===== config.mk =====
export PLATFORM = sky130hd
export DESIGN_NAME = audio_mixer
export DESIGN_NICKNAME = d
export VERILOG_FILES = /design/src/rtl/audio_mixer.sv
export SDC_FILE = /design/constraint.sdc
export NUM_CORES = 1
export LEC_CHECK = 0
export ABC_AREA = 1
export BUFFER_PORTS_ARGS = -buffer_cell sky130_fd_sc_hd__buf_2
export CAP_MARGIN = 25
export CORE_ASPECT_RATIO = 0.8
export CORE_MARGIN = 2
export CORE_UTILIZATION = 50
export DETAILED_ROUTE_END_ITERATION = 10
export PLACE_DENSITY = 0.72
export SLEW_MARGIN = 20
export SYNTH_ARGS = -nofsm -noshare
export SYNTH_HDL_FRONTEND = slang
export SYNTH_SLANG_ARGS = --single-unit
export TNS_END_PERCENT = 1

===== constraint.sdc =====
create_clock -name clk -period 5.1 [get_ports clk]
set_input_delay 1.02 -clock clk [delete_from_list [all_inputs] [get_ports clk]]
set_output_delay 1.02 -clock clk [all_outputs]
set_load 0.005 [all_outputs]

===== src/rtl/audio_mixer.sv =====
// Time-multiplexed stereo mixer: snapshots NUM_CH sources on next_sample, accumulates one
// channel per cycle through a shared multiplier pair, then attenuates and saturates.
module audio_mixer #(
  parameter int NUM_CH   = 4,
  parameter int SAMPLE_W = 16,
  parameter int GAIN_W   = 6,
  parameter int OUT_W    = 16
) (
  input  logic                       clk,
  input  logic                       rst,
  input  logic                       next_sample,
  input  logic [NUM_CH*SAMPLE_W-1:0] ch_left,
  input  logic [NUM_CH*SAMPLE_W-1:0] ch_right,
  input  logic [NUM_CH*GAIN_W-1:0]   ch_gain,
  input  logic [2:0]                 master_atten,
  output logic signed [OUT_W-1:0]    out_left,
  output logic signed [OUT_W-1:0]    out_right,
  output logic                       out_valid,
  output logic                       busy,
  output logic [1:0]                 clip,
  output logic                       overrun,
  output logic [1:0]                 o_dbg_state
);

  localparam int IDX_W = (NUM_CH > 1) ? $clog2(NUM_CH) : 1;
  localparam int ACC_W = SAMPLE_W + GAIN_W + $clog2(NUM_CH) + 1;
  localparam logic signed [ACC_W-1:0] SAT_MAX = ACC_W'(2 ** (OUT_W - 1) - 1);
  localparam logic signed [ACC_W-1:0] SAT_MIN = -SAT_MAX - ACC_W'(1);

  typedef enum logic [1:0] {S_IDLE = 2'd0, S_ACC = 2'd1, S_SCALE = 2'd2} state_t;

  state_t r_state;
  state_t w_next_state;

  logic signed [SAMPLE_W-1:0] r_snap_l [NUM_CH];
  logic signed [SAMPLE_W-1:0] r_snap_r [NUM_CH];
  logic        [GAIN_W-1:0]   r_snap_g [NUM_CH];
  logic        [2:0]          r_atten;
  logic        [IDX_W-1:0]    r_idx;
  logic signed [ACC_W-1:0]    r_acc_l;
  logic signed [ACC_W-1:0]    r_acc_r;

  logic signed [ACC_W-1:0] w_samp_l, w_samp_r, w_gain, w_prod_l, w_prod_r;
  logic signed [ACC_W-1:0] w_shift_l, w_shift_r;
  logic signed [OUT_W-1:0] w_sat_l, w_sat_r;
  logic                    w_clip_l, w_clip_r, w_last;

  // Gain is unsigned, so it is zero-extended; samples are sign-extended.
  assign w_samp_l = ACC_W'(r_snap_l[r_idx]);
  assign w_samp_r = ACC_W'(r_snap_r[r_idx]);
  assign w_gain   = ACC_W'(r_snap_g[r_idx]);
  assign w_prod_l = w_samp_l * w_gain;
  assign w_prod_r = w_samp_r * w_gain;
  assign w_last   = (r_idx == IDX_W'(NUM_CH - 1));

  // Remove the unity-gain scale, then the master attenuation; both floor toward -inf.
  assign w_shift_l = (r_acc_l >>> (GAIN_W - 1)) >>> r_atten;
  assign w_shift_r = (r_acc_r >>> (GAIN_W - 1)) >>> r_atten;

  always_comb begin
    w_clip_l = 1'b0;
    w_clip_r = 1'b0;
    w_sat_l  = w_shift_l[OUT_W-1:0];
    w_sat_r  = w_shift_r[OUT_W-1:0];
    if (w_shift_l > SAT_MAX) begin
      w_sat_l = SAT_MAX[OUT_W-1:0]; w_clip_l = 1'b1;
    end else if (w_shift_l < SAT_MIN) begin
      w_sat_l = SAT_MIN[OUT_W-1:0]; w_clip_l = 1'b1;
    end
    if (w_shift_r > SAT_MAX) begin
      w_sat_r = SAT_MAX[OUT_W-1:0]; w_clip_r = 1'b1;
    end else if (w_shift_r < SAT_MIN) begin
      w_sat_r = SAT_MIN[OUT_W-1:0]; w_clip_r = 1'b1;
    end
  end

  always_ff @(posedge clk or negedge rst) begin
    if (!rst) r_state <= S_IDLE;
    else      r_state <= w_next_state;
  end

  always_comb begin
    w_next_state = r_state;
    case (r_state)
      S_IDLE:  if (next_sample) w_next_state = S_ACC;
      S_ACC:   if (w_last)      w_next_state = S_SCALE;
      S_SCALE: w_next_state = S_IDLE;
      default: w_next_state = S_IDLE;
    endcase
  end

  always_ff @(posedge clk or negedge rst) begin
    if (!rst) begin
      for (int i = 0; i < NUM_CH; i++) begin
        r_snap_l[i] <= '0;
        r_snap_r[i] <= '0;
        r_snap_g[i] <= '0;
      end
      r_atten   <= '0;
      r_idx     <= '0;
      r_acc_l   <= '0;
      r_acc_r   <= '0;
      out_left  <= '0;
      out_right <= '0;
      out_valid <= 1'b0;
      clip      <= 2'b00;
      overrun   <= 1'b0;
    end else begin
      out_valid <= 1'b0;
      clip      <= 2'b00;
      // A strobe that arrives while a mix is running is dropped, never queued.
      overrun   <= next_sample && (r_state != S_IDLE);
      case (r_state)
        S_IDLE: if (next_sample) begin
          for (int i = 0; i < NUM_CH; i++) begin
            r_snap_l[i] <= ch_left[i*SAMPLE_W +: SAMPLE_W];
            r_snap_r[i] <= ch_right[i*SAMPLE_W +: SAMPLE_W];
            r_snap_g[i] <= ch_gain[i*GAIN_W +: GAIN_W];
          end
          r_atten <= master_atten;
          r_idx   <= '0;
          r_acc_l <= '0;
          r_acc_r <= '0;
        end
        S_ACC: begin
          r_acc_l <= r_acc_l + w_prod_l;
          r_acc_r <= r_acc_r + w_prod_r;
          r_idx   <= r_idx + IDX_W'(1);
        end
        S_SCALE: begin
          out_left  <= w_sat_l;
          out_right <= w_sat_r;
          clip      <= {w_clip_r, w_clip_l};
          out_valid <= 1'b1;
        end
        default: ;
      endcase
    end
  end

  assign busy        = (r_state != S_IDLE);
  assign o_dbg_state = r_state;

endmodule


==> flow_metrics.env <==
export IMPL_ys_top_cells_by_count="nand2_1 (1120), inv_1 (462), dfrtp_1 (245)"
export IMPL_critPathRequiredTime_ns=5.56
export IMPL_max_freq_mhz=198.3
export IMPL_tns_ns=0
export IMPL_vias=19905
export IMPL_synth_main_ff_cell="dfrtp_1"
export IMPL_dr_pass1_iters=6
export IMPL_ios=197
export IMPL_avgSynthCellArea_um2=7.380
export IMPL_rsz0062_at_grt="true"
export IMPL_nNetsFinal=3635
export IMPL_drive_gt1_share_pct=20.60
export IMPL_cts_hold_buf=0
export IMPL_area_growth_pct=22.90
export IMPL_port_buffers=196
export IMPL_antenna_found_initial=0
export IMPL_routed_wl_um=62290
export IMPL_grt_pass1_vias=20413
export IMPL_cp_arrival_ns=5.51
export IMPL_core_mm2=0.04183
export IMPL_die_width_um=234.1
export IMPL_die_y_um=188.1
export IMPL_grt_max_degree=118
export IMPL_grt_pass1_wl_um=101200
export IMPL_fin_crit_ns=5.042
export IMPL_ys_seq_elements=245
export IMPL_synth_largest_area_cell="dfrtp_1"
export IMPL_slew_headroom_pct=38.61
export IMPL_finalHoldViolations=0
export IMPL_dp_slack_ns=-0.08465
export IMPL_root_buffer="clkbuf_16"
export IMPL_syn_inst=2870
export IMPL_hold_worst_slack_ns=0.4714
export IMPL_ant_nets=0
export IMPL_htreeDepth=1
export IMPL_die_area_mm2=0.04403
export IMPL_slew_violations=0
export IMPL_rr_startpoint="r_idx[0]$_DFFE_PN0P_"
export IMPL_yosysSeqAreaShare_pct=28.95
export IMPL_yosysWarnings=0
export IMPL_synth_nets=3323
export IMPL_post_route_util_pct=62.23
export IMPL_status="finished clean"
export IMPL_min_from="r_snap_l[21]$_DFFE_PN0P_"
export IMPL_synthArstFlopShare_pct=100.0
export IMPL_synth_most_common_cell="nand2_1"
export IMPL_start_util_pct=50.63
export IMPL_rows=67
export IMPL_min_path_cells=2
export IMPL_numCtsBuffers=28
export IMPL_fin_ws_ns=0.05783
export IMPL_cts_sinks=245
export IMPL_cap_violations=0
export IMPL_netlist_cell_type_count=43
export IMPL_cp_max_fo=11
export IMPL_setup_viol=0
export IMPL_synthTopCellsByArea="dfrtp_1 (29%), nand2_1 (20%), fa_1 (18%)"
export IMPL_holdPathEnd="r_snap_l[21]$_DFFE_PN0P_"
export IMPL_synth_edff_count=0
export IMPL_post_dp_hpwl_um=46670
export IMPL_synth_top_area_share_pct=28.95
export IMPL_overflow=0
export IMPL_clock_path_buffers=3
export IMPL_hp_class="flip-flop to flip-flop"
export IMPL_place_congestion=0.9746
export IMPL_num_antenna_cells=0
export IMPL_clk_latency_ns=0.58
export IMPL_finClkSkew_ns=0.02695
export IMPL_worst_pin_slew_ns=0.9208
export IMPL_drt_iter0_drc=1681
export IMPL_reg2reg_depth=25
export IMPL_wl_per_cell_um=16.58
export IMPL_path_class="flip-flop to flip-flop"
export IMPL_path_clk_slew_ns=0.07
export IMPL_drc_errors=0
export IMPL_syn_area_mm2=0.02118
export IMPL_grt_usage_pct=28.39
export IMPL_reg2reg_to="r_acc_l[20]$_DFFE_PN0P_"
export IMPL_worstSetupEndpointType="flip-flop"
export IMPL_drt_vias_per_instance=5.300
export IMPL_period_share_pct=98.87
export IMPL_reg2reg_setup_slack_ns=0.06
export IMPL_fillers=3655
export IMPL_cts_tree="done"
export IMPL_start_kind="flip-flop"
worst max path at each step:
stage,slack [ns],from,to
floorplan,0.18,r_idx[0]$_DFFE_PN0P_,r_acc_l[24]$_DFFE_PN0P_
global placement,-0.07,r_idx[0]$_DFFE_PN0P_,r_acc_l[14]$_DFFE_PN0P_
detailed placement,-0.08,r_idx[0]$_DFFE_PN0P_,r_acc_l[14]$_DFFE_PN0P_
CTS,-0.007,r_idx[0]$_DFFE_PN0P_,r_acc_r[23]$_DFFE_PN0P_
global route,-0.20,r_idx[0]$_DFFE_PN0P_,r_acc_r[16]$_DFFE_PN0P_
finish,0.06,r_idx[0]$_DFFE_PN0P_,r_acc_l[20]$_DFFE_PN0P_
cell families (layout without fill, tap and decap cells):
group | count (synthesis) | after routing | synth area share (%)
buffers and inverters | 580 | 914 | 11.09
and+or+nand+nor | 1410 | 1410 | 26.09
xor gates and xnor gates | 14 | 14 | 0.5789
muxes | 9 | 9 | 0.4253
AOI/OAI and AO/OA | 317 | 317 | 8.784
DFF | 245 | 245 | 28.95
adders and majority gates | 295 | 295 | 24.09
flip-flops by register name, summed over array words and instances, names as in the netlist, 3 cells and up:
| name | flops |
|---|---|
| r_snap_g | 24 |
| r_snap_l | 64 |
| r_atten | 3 |
| r_acc_r | 25 |
| out_right | 16 |
| r_acc_l | 25 |
| r_snap_r | 64 |
| out_left | 16 |
final cells by class:
| type | instances | area, um2 | area share, % |
|---|---|---|---|
| clock inverter | 17 | 190.2 | 0.7306 |
| multi-input combinational | 2045 | 13640 | 52.38 |
| tap | 552 | 690.7 | 2.653 |
| inverter | 466 | 1769 | 6.797 |
| timing repair buffer | 396 | 2823 | 10.84 |
| sequential | 245 | 6133 | 23.56 |
| clock buffer | 35 | 788.3 | 3.028 |
what timing repair did:
item / in CTS / in global routing
endpoints found under the hold margin: 0 / 0
gates resized for setup: 8 / 231
endpoints found under the setup margin: 17 / 36
pin swaps: 0 / 46
setup buffers: 0 / 12
cloned: 0 / 4
per-stage QoR:
stage | instance area, um2 | std cells
after global routing | 26030 | 3756
final | 26030 | 3756
after floorplan | 21180 | 2870
after global placement | 23850 | 3687
after detailed placement | 23850 | 3687
after CTS | 24860 | 3739
cells in the final DEF (no fill, tap or decap), types with 4 or more instances in the layout:
cell,n
a32oi_2,7
xnor2_1,10
clkbuf_8,4
a22o_1,6
mux2i_1,9
nand2_1,1087
o22ai_1,19
ha_4,31
dfrtp_1,243
inv_1,447
buf_12,17
nor2_4,11
inv_2,14
ha_2,7
fa_1,177
nand2_2,34
nand3_2,6
o21ai_0,107
a32oi_1,28
nor2_1,142
a21oi_1,80
nor2_2,25
buf_2,195
a21oi_2,35
nand4_1,22
nand2_4,7
clkbuf_16,33
nand3_1,61
o21ai_1,18
inv_6,4
ha_1,69
clkinv_2,5
o21ai_2,4
buf_4,175
xor2_1,4
fa_2,11
routing by layer:
metal / vias up / routed length [um] / track usage, %
met1: 9682 / 26580 / 38.80
li1: 9408 / - / -
met5: - / 0 / 0
met2: 687 / 29790 / 47.32
met4: 0 / 1865 / 7.887
met3: 128 / 4051 / 3.756
critical path, stage by stage, from the launching register on:
cell	delay [ns]
dfrtp_2	0.47
buf_12	0.15
buf_4	0.12
nand2_1	0.08
a32oi_4	0.34
buf_12	0.19
buf_12	0.14
nand2_1	0.07
fa_1	0.50
inv_1	0.05
fa_1	0.47
fa_1	0.53
inv_1	0.06
fa_1	0.48
inv_1	0.06
ha_4	0.28
buf_4	0.11
nand2_1	0.08
nor2_2	0.17
inv_2	0.07
a21oi_1	0.12
o21ai_0	0.12
nand3_1	0.08
nand2_1	0.05
nand3_1	0.06
nand2_1	0.07
Power is not shown: default switching activity piles up to over one toggle a cycle in this logic, so the estimate is an artifact.
